File: config.mk
export PLATFORM = sky130hd
export DESIGN_NAME = ras_resolve_unit
export DESIGN_NICKNAME = d
export VERILOG_FILES = /design/src/rtl/ras_resolve_unit.sv
export SDC_FILE = /design/constraint.sdc
export NUM_CORES = 1
export LEC_CHECK = 0
export CAP_MARGIN = 20
export CORE_ASPECT_RATIO = 1.75
export CORE_MARGIN = 8
export CORE_UTILIZATION = 45
export DETAILED_ROUTE_END_ITERATION = 6
export DONT_BUFFER_PORTS = 1
export PLACE_DENSITY = 0.6
export SKIP_LAST_GASP = 1
export SYNTH_ARGS = -nofsm -noshare
export SYNTH_HDL_FRONTEND = slang
export SYNTH_SLANG_ARGS = --single-unit
File: constraint.sdc
create_clock -name clk -period 8.85 [get_ports clk]
set_input_delay 1.77 -clock clk [delete_from_list [all_inputs] [get_ports clk]]
set_output_delay 1.77 -clock clk [all_outputs]
set_load 0.02 [all_outputs]
File: src/rtl/ras_resolve_unit.sv
// ras_resolve_unit
//
// Execute-side partner of the return address stack. Each call/return
// prediction made at fetch is queued in order. When EX resolves the oldest
// entry, a return whose predicted target differs from the resolved target
// triggers a redirect and a RAS TOS repair. The repair restores the pointer
// snapshot that was taken before the bad pop. A mismatch also squashes every
// younger queued prediction.
//
// Parameters:
//   INDEX  - log2 of RAS depth; width of the TOS snapshots
//   QDEPTH - in-flight prediction queue entries (power of two, >= 2)
//
// Ports:
//   clk, rst        - rising-edge clock, asynchronous active-high reset
//   stall           - freezes enqueue and dequeue
//   flush           - external squash; empties the queue and wins over everything else
//   pred_*          - fetch-side prediction handshake (valid/ready, is_ret, target, tos)
//   res_valid/target- EX resolution of the oldest outstanding entry
//   mispredict      - registered pulse, with redirect_pc
//   repair_valid    - registered pulse, with repair_tos
//   occupancy       - current entry count
//   err_underflow   - sticky: a resolution arrived while the queue was empty
//
// Optional feature (macro RAS_RESOLVE_STATS_EN):
//   ret_count      - dequeued return entries
//   mispred_count  - detected mismatches
//   Both counters are 32-bit and wrap.

module ras_resolve_unit #(
    parameter int unsigned INDEX  = 3,
    parameter int unsigned QDEPTH = 4
) (
    input  logic                     clk,
    input  logic                     rst,
    input  logic                     stall,
    input  logic                     flush,
    input  logic                     pred_valid,
    output logic                     pred_ready,
    input  logic                     pred_is_ret,
    input  logic [31:0]              pred_target,
    input  logic [INDEX-1:0]         pred_tos,
    input  logic                     res_valid,
    input  logic [31:0]              res_target,
    output logic                     mispredict,
    output logic [31:0]              redirect_pc,
    output logic                     repair_valid,
    output logic [INDEX-1:0]         repair_tos,
    output logic [$clog2(QDEPTH):0]  occupancy,
    output logic                     err_underflow
`ifdef RAS_RESOLVE_STATS_EN
    ,
    output logic [31:0]              ret_count,
    output logic [31:0]              mispred_count
`endif
);

    localparam int unsigned PtrW = $clog2(QDEPTH);
    localparam int unsigned CntW = PtrW + 1;

    // Queue storage
    logic             q_is_ret [QDEPTH];
    logic [31:0]      q_target [QDEPTH];
    logic [INDEX-1:0] q_tos    [QDEPTH];

    logic [PtrW-1:0] head_q, head_d;
    logic [PtrW-1:0] tail_q, tail_d;
    logic [CntW-1:0] count_q, count_d;

    logic             mispredict_q;
    logic [31:0]      redirect_pc_q;
    logic [INDEX-1:0] repair_tos_q;
    logic             err_underflow_q;

    logic full, empty, enq, res_ok, deq, underflow, mismatch, squash;
    logic head_is_ret;
    logic [31:0] head_target;
    logic [INDEX-1:0] head_tos;

    always_comb begin
        full        = (count_q == CntW'(QDEPTH));
        empty       = (count_q == '0);
        head_is_ret = q_is_ret[head_q];
        head_target = q_target[head_q];
        head_tos    = q_tos[head_q];

        // pred_ready looks only at the registered count. A same-cycle dequeue
        // therefore never opens a slot while the queue is full.
        pred_ready = !full && !stall;
        enq        = pred_valid && pred_ready && !flush;
        res_ok     = res_valid && !stall && !flush;
        deq        = res_ok && !empty;
        underflow  = res_ok && empty;
        mismatch   = deq && head_is_ret && (res_target != head_target);
        squash     = flush || mismatch;

        head_d  = head_q;
        tail_d  = tail_q;
        count_d = count_q;
        if (squash) begin
            // A mismatch squashes all younger entries, including one arriving now.
            head_d  = '0;
            tail_d  = '0;
            count_d = '0;
        end else begin
            if (enq) tail_d = tail_q + PtrW'(1);
            if (deq) head_d = head_q + PtrW'(1);
            unique case ({enq, deq})
                2'b10:   count_d = count_q + CntW'(1);
                2'b01:   count_d = count_q - CntW'(1);
                default: count_d = count_q;
            endcase
        end
    end

    always_ff @(posedge clk or posedge rst) begin
        if (rst) begin
            head_q          <= '0;
            tail_q          <= '0;
            count_q         <= '0;
            mispredict_q    <= 1'b0;
            redirect_pc_q   <= '0;
            repair_tos_q    <= '0;
            err_underflow_q <= 1'b0;
        end else begin
            head_q       <= head_d;
            tail_q       <= tail_d;
            count_q      <= count_d;
            mispredict_q <= mismatch;
            if (mismatch) begin
                redirect_pc_q <= res_target;
                repair_tos_q  <= head_tos;
            end
            if (underflow) err_underflow_q <= 1'b1;
        end
    end

    // The slot write may happen in a mismatch cycle. It is harmless because the
    // pointers are reset on the same edge.
    always_ff @(posedge clk or posedge rst) begin
        if (rst) begin
            for (int unsigned i = 0; i < QDEPTH; i++) begin
                q_is_ret[i] <= 1'b0;
                q_target[i] <= '0;
                q_tos[i]    <= '0;
            end
        end else if (enq) begin
            q_is_ret[tail_q] <= pred_is_ret;
            q_target[tail_q] <= pred_target;
            q_tos[tail_q]    <= pred_tos;
        end
    end

    assign mispredict    = mispredict_q;
    assign repair_valid  = mispredict_q;
    assign redirect_pc   = redirect_pc_q;
    assign repair_tos    = repair_tos_q;
    assign occupancy     = count_q;
    assign err_underflow = err_underflow_q;

`ifdef RAS_RESOLVE_STATS_EN
    logic [31:0] ret_count_q, mispred_count_q;

    always_ff @(posedge clk or posedge rst) begin
        if (rst) begin
            ret_count_q     <= '0;
            mispred_count_q <= '0;
        end else begin
            if (deq && head_is_ret) ret_count_q <= ret_count_q + 32'd1;
            if (mismatch) mispred_count_q <= mispred_count_q + 32'd1;
        end
    end

    assign ret_count     = ret_count_q;
    assign mispred_count = mispred_count_q;
`endif

endmodule
==> flow_summary.toml <==
[placed_design]
place_area_um2 = 8770
io_buffers = 0
place_hpwl_um = 12400
gp_congestion = 0.700
dp_slack_ps = 4640

[synth]
async_flop_share = 1.00
yosysTopAreaCellShare = 0.548
synth-edff-count = 0
synth_top_area_cell = "dfrtp_1"
syn_area_per_cell_um2 = 16.7
netlist_instances = 513
post_synth_num_cell_types = 31
ys_seq_area_frac = 0.548
yosysMostFrequentCell = "dfrtp_1"
synthesis.area_um2 = 8580
synthFlopType = "dfrtp_1"
ys_ff_latch = 188
synth_commonest_cells = "dfrtp_1, mux2_2, xnor2_1, mux2_4, mux4_2"
synth_area_leaders = "dfrtp_1, mux2_2, mux2_4, mux4_2, xnor2_1"
synthesis.nets = 592
ys_warn_count = 0

[sta]
fin_tns_setup_ps = 0
finClkSkew_ps = 10.1
drv_slew = 0
hold_viol = 0
setup_violations = 0
maxSlewHeadroom = 0.389
setup_ws_ps = 4880
fin_crit_sh = 0.449
fmax_ghz = 0.252
tightest_slew_ps = 916
rsz0062_at_grt = "no"
fin_hold_ws_ps = 497
period_minus_slack_ps = 3970

[setup_path]
crit_buf_inv = 2
cp_cell_sequence = "buf_4, mux4_4, xnor2_1, nand4_1, nor4_4, a21oi_4, buf_4, mux2_4"
crit_family = "buffers and inverters"
end_kind = "flop"
startpoint_type = "flop"
criticalPathCategory = "flop to flop"
critical_path.slowest_cell = "mux4_4"
required_ps = 9160
crit_top_cell = "buf_4"
cp.arrival_ps = 4280
path_max_fanout = 26
max_stage_delay_ps = 720
r2r_cells = 8
crit_cells = 8

[pwr]
power_density_nw_per_um2 = 224
leakagePower_nw = 4.21
fin_total_pwr_mw = 2.09
ir_worst_vdd_uv = 110

[layout]
antennaDiodeCount = 0
nets = 592
final_area_um2 = 9310
drive_gt1_frac = 0.478
fill_cells = 1637
syn_to_final_growth_pct = 8.56

[detailed_routing]
drt_iter0_drc = 205
final_antenna_net_count = 0
wirelength_um = 18500
first_pass_iters = 4
wl_per_cell_um = 24.2
drc_errors = 0
via_per_inst = 5.69
vias = 4360

[clock_network]
cts_sinks = 188
clk_path_buf_depth = 2
cts-resized-gates = 0
insertion_delay_ps = 430
cts-root-buf = "clkbuf_16"
cts_tree = "yes"
cts_buffers = 17
post_cts_buffers = 0
cts.reportedPaths.clkPinSlew_ps = 70
hold_buffers = 0
htree_num_levels = 4

[run_status]
status = "finished clean"

[global_routing]
grt_max_degree = 117
antenna_found_initial = 0
grt_busiest_layer = "met2"
grt-ovfl-total = 0
use_met3 = 0.0557
grt_pass1_wl_um = 29000
gr-usage-met2 = 0.287
grt_pass1_vias = 4972
met1_usage = 0.173
track_usage = 0.162

[flow_run]
max_cap_violations = 0

[worst_hold_path]
min_path_type = "flop to flop"
holdPathStages = 1

[floorplan]
num_rows = 67
io_pins = 116
dieArea_um2 = 23900
start_util = 0.453
die_w_um = 120
die_h_um = 199
coreArea_um2 = 18900
## power by group
group	total, mW	switching, mW	internal, mW
clock	0.700	0.319	0.381
sequential	1.10	0.122	0.981
combinational	0.283	0.0984	0.185
total	2.09	0.539	1.55
## cells by family (layout without fill, tap and decap cells)
group | Yosys count | in the layout | synth area share
mux | 217 | 217 | 0.352
flops | 188 | 188 | 0.548
xor+xnor | 38 | 38 | 0.0388
buf+inv | 32 | 44 | 0.0268
simple gates | 27 | 27 | 0.0190
compound gates | 6 | 6 | 0.00656
fa+ha+maj | 5 | 5 | 0.00817
## final cells by class
type                            instances  area [µm²]  area share
Clock buffer                           22         474      0.0509
Tap cell                              241         302      0.0324
Clock inverter                          9        65.1     0.00699
Multi-Input combinational cell        293        3650       0.392
Timing Repair Buffer                    8        85.1     0.00913
Sequential cell                       188        4710       0.505
Inverter                                5        26.3     0.00282
## cell usage in the layout (no fill, tap or decap), types with 6 or more instances in the layout
cell / netlist / final
buf_4: 2 / 6
clkbuf_16: 0 / 17
dfrtp_1: 188 / 186
mux2_2: 147 / 147
mux2_4: 32 / 32
mux4_1: 11 / 11
mux4_2: 19 / 19
mux4_4: 6 / 6
nand4_1: 8 / 8
nor3_1: 7 / 7
xnor2_1: 36 / 36
## final timing paths
kind	slack, ps	startpoint	end
setup / recovery	4880	head_q[0]	redirect_pc[23]
hold / removal	500	q_target[118]	q_target[118]
setup reg to reg	4880	head_q[0]	redirect_pc[23]
hold reg to reg	500	q_target[118]	q_target[118]
max in group asynchronous	6040	rst	redirect_pc[17]
min in group asynchronous	1350	rst	q_tos[4]
## routing by layer
| layer | vias up | routed length, µm |
|---|---|---|
| li1 | 1885 | - |
| met1 | 2379 | 6980 |
| met2 | 80 | 10200 |
| met3 | 16 | 1140 |
| met4 | 0 | 252 |
| met5 | - | 0 |
## registers in the layout (all words and copies together) (netlist names)
name / cells
q_target: 128
q_is_ret: 4
occupancy: 3
repair_tos: 3
head_q: 2
redirect_pc: 32
tail_q: 2
err_underflow: 1
q_tos: 12
mispredict: 1
## per-stage QoR
step,utilization,cells
6_report,0.492,766
2_1_floorplan,-,513
3_3_place_gp,0.461,733
3_5_place_dp,0.463,735
5_1_grt,0.492,766
4_1_cts,0.492,766
No activity file was read; power rests on OpenSTA's default activity.
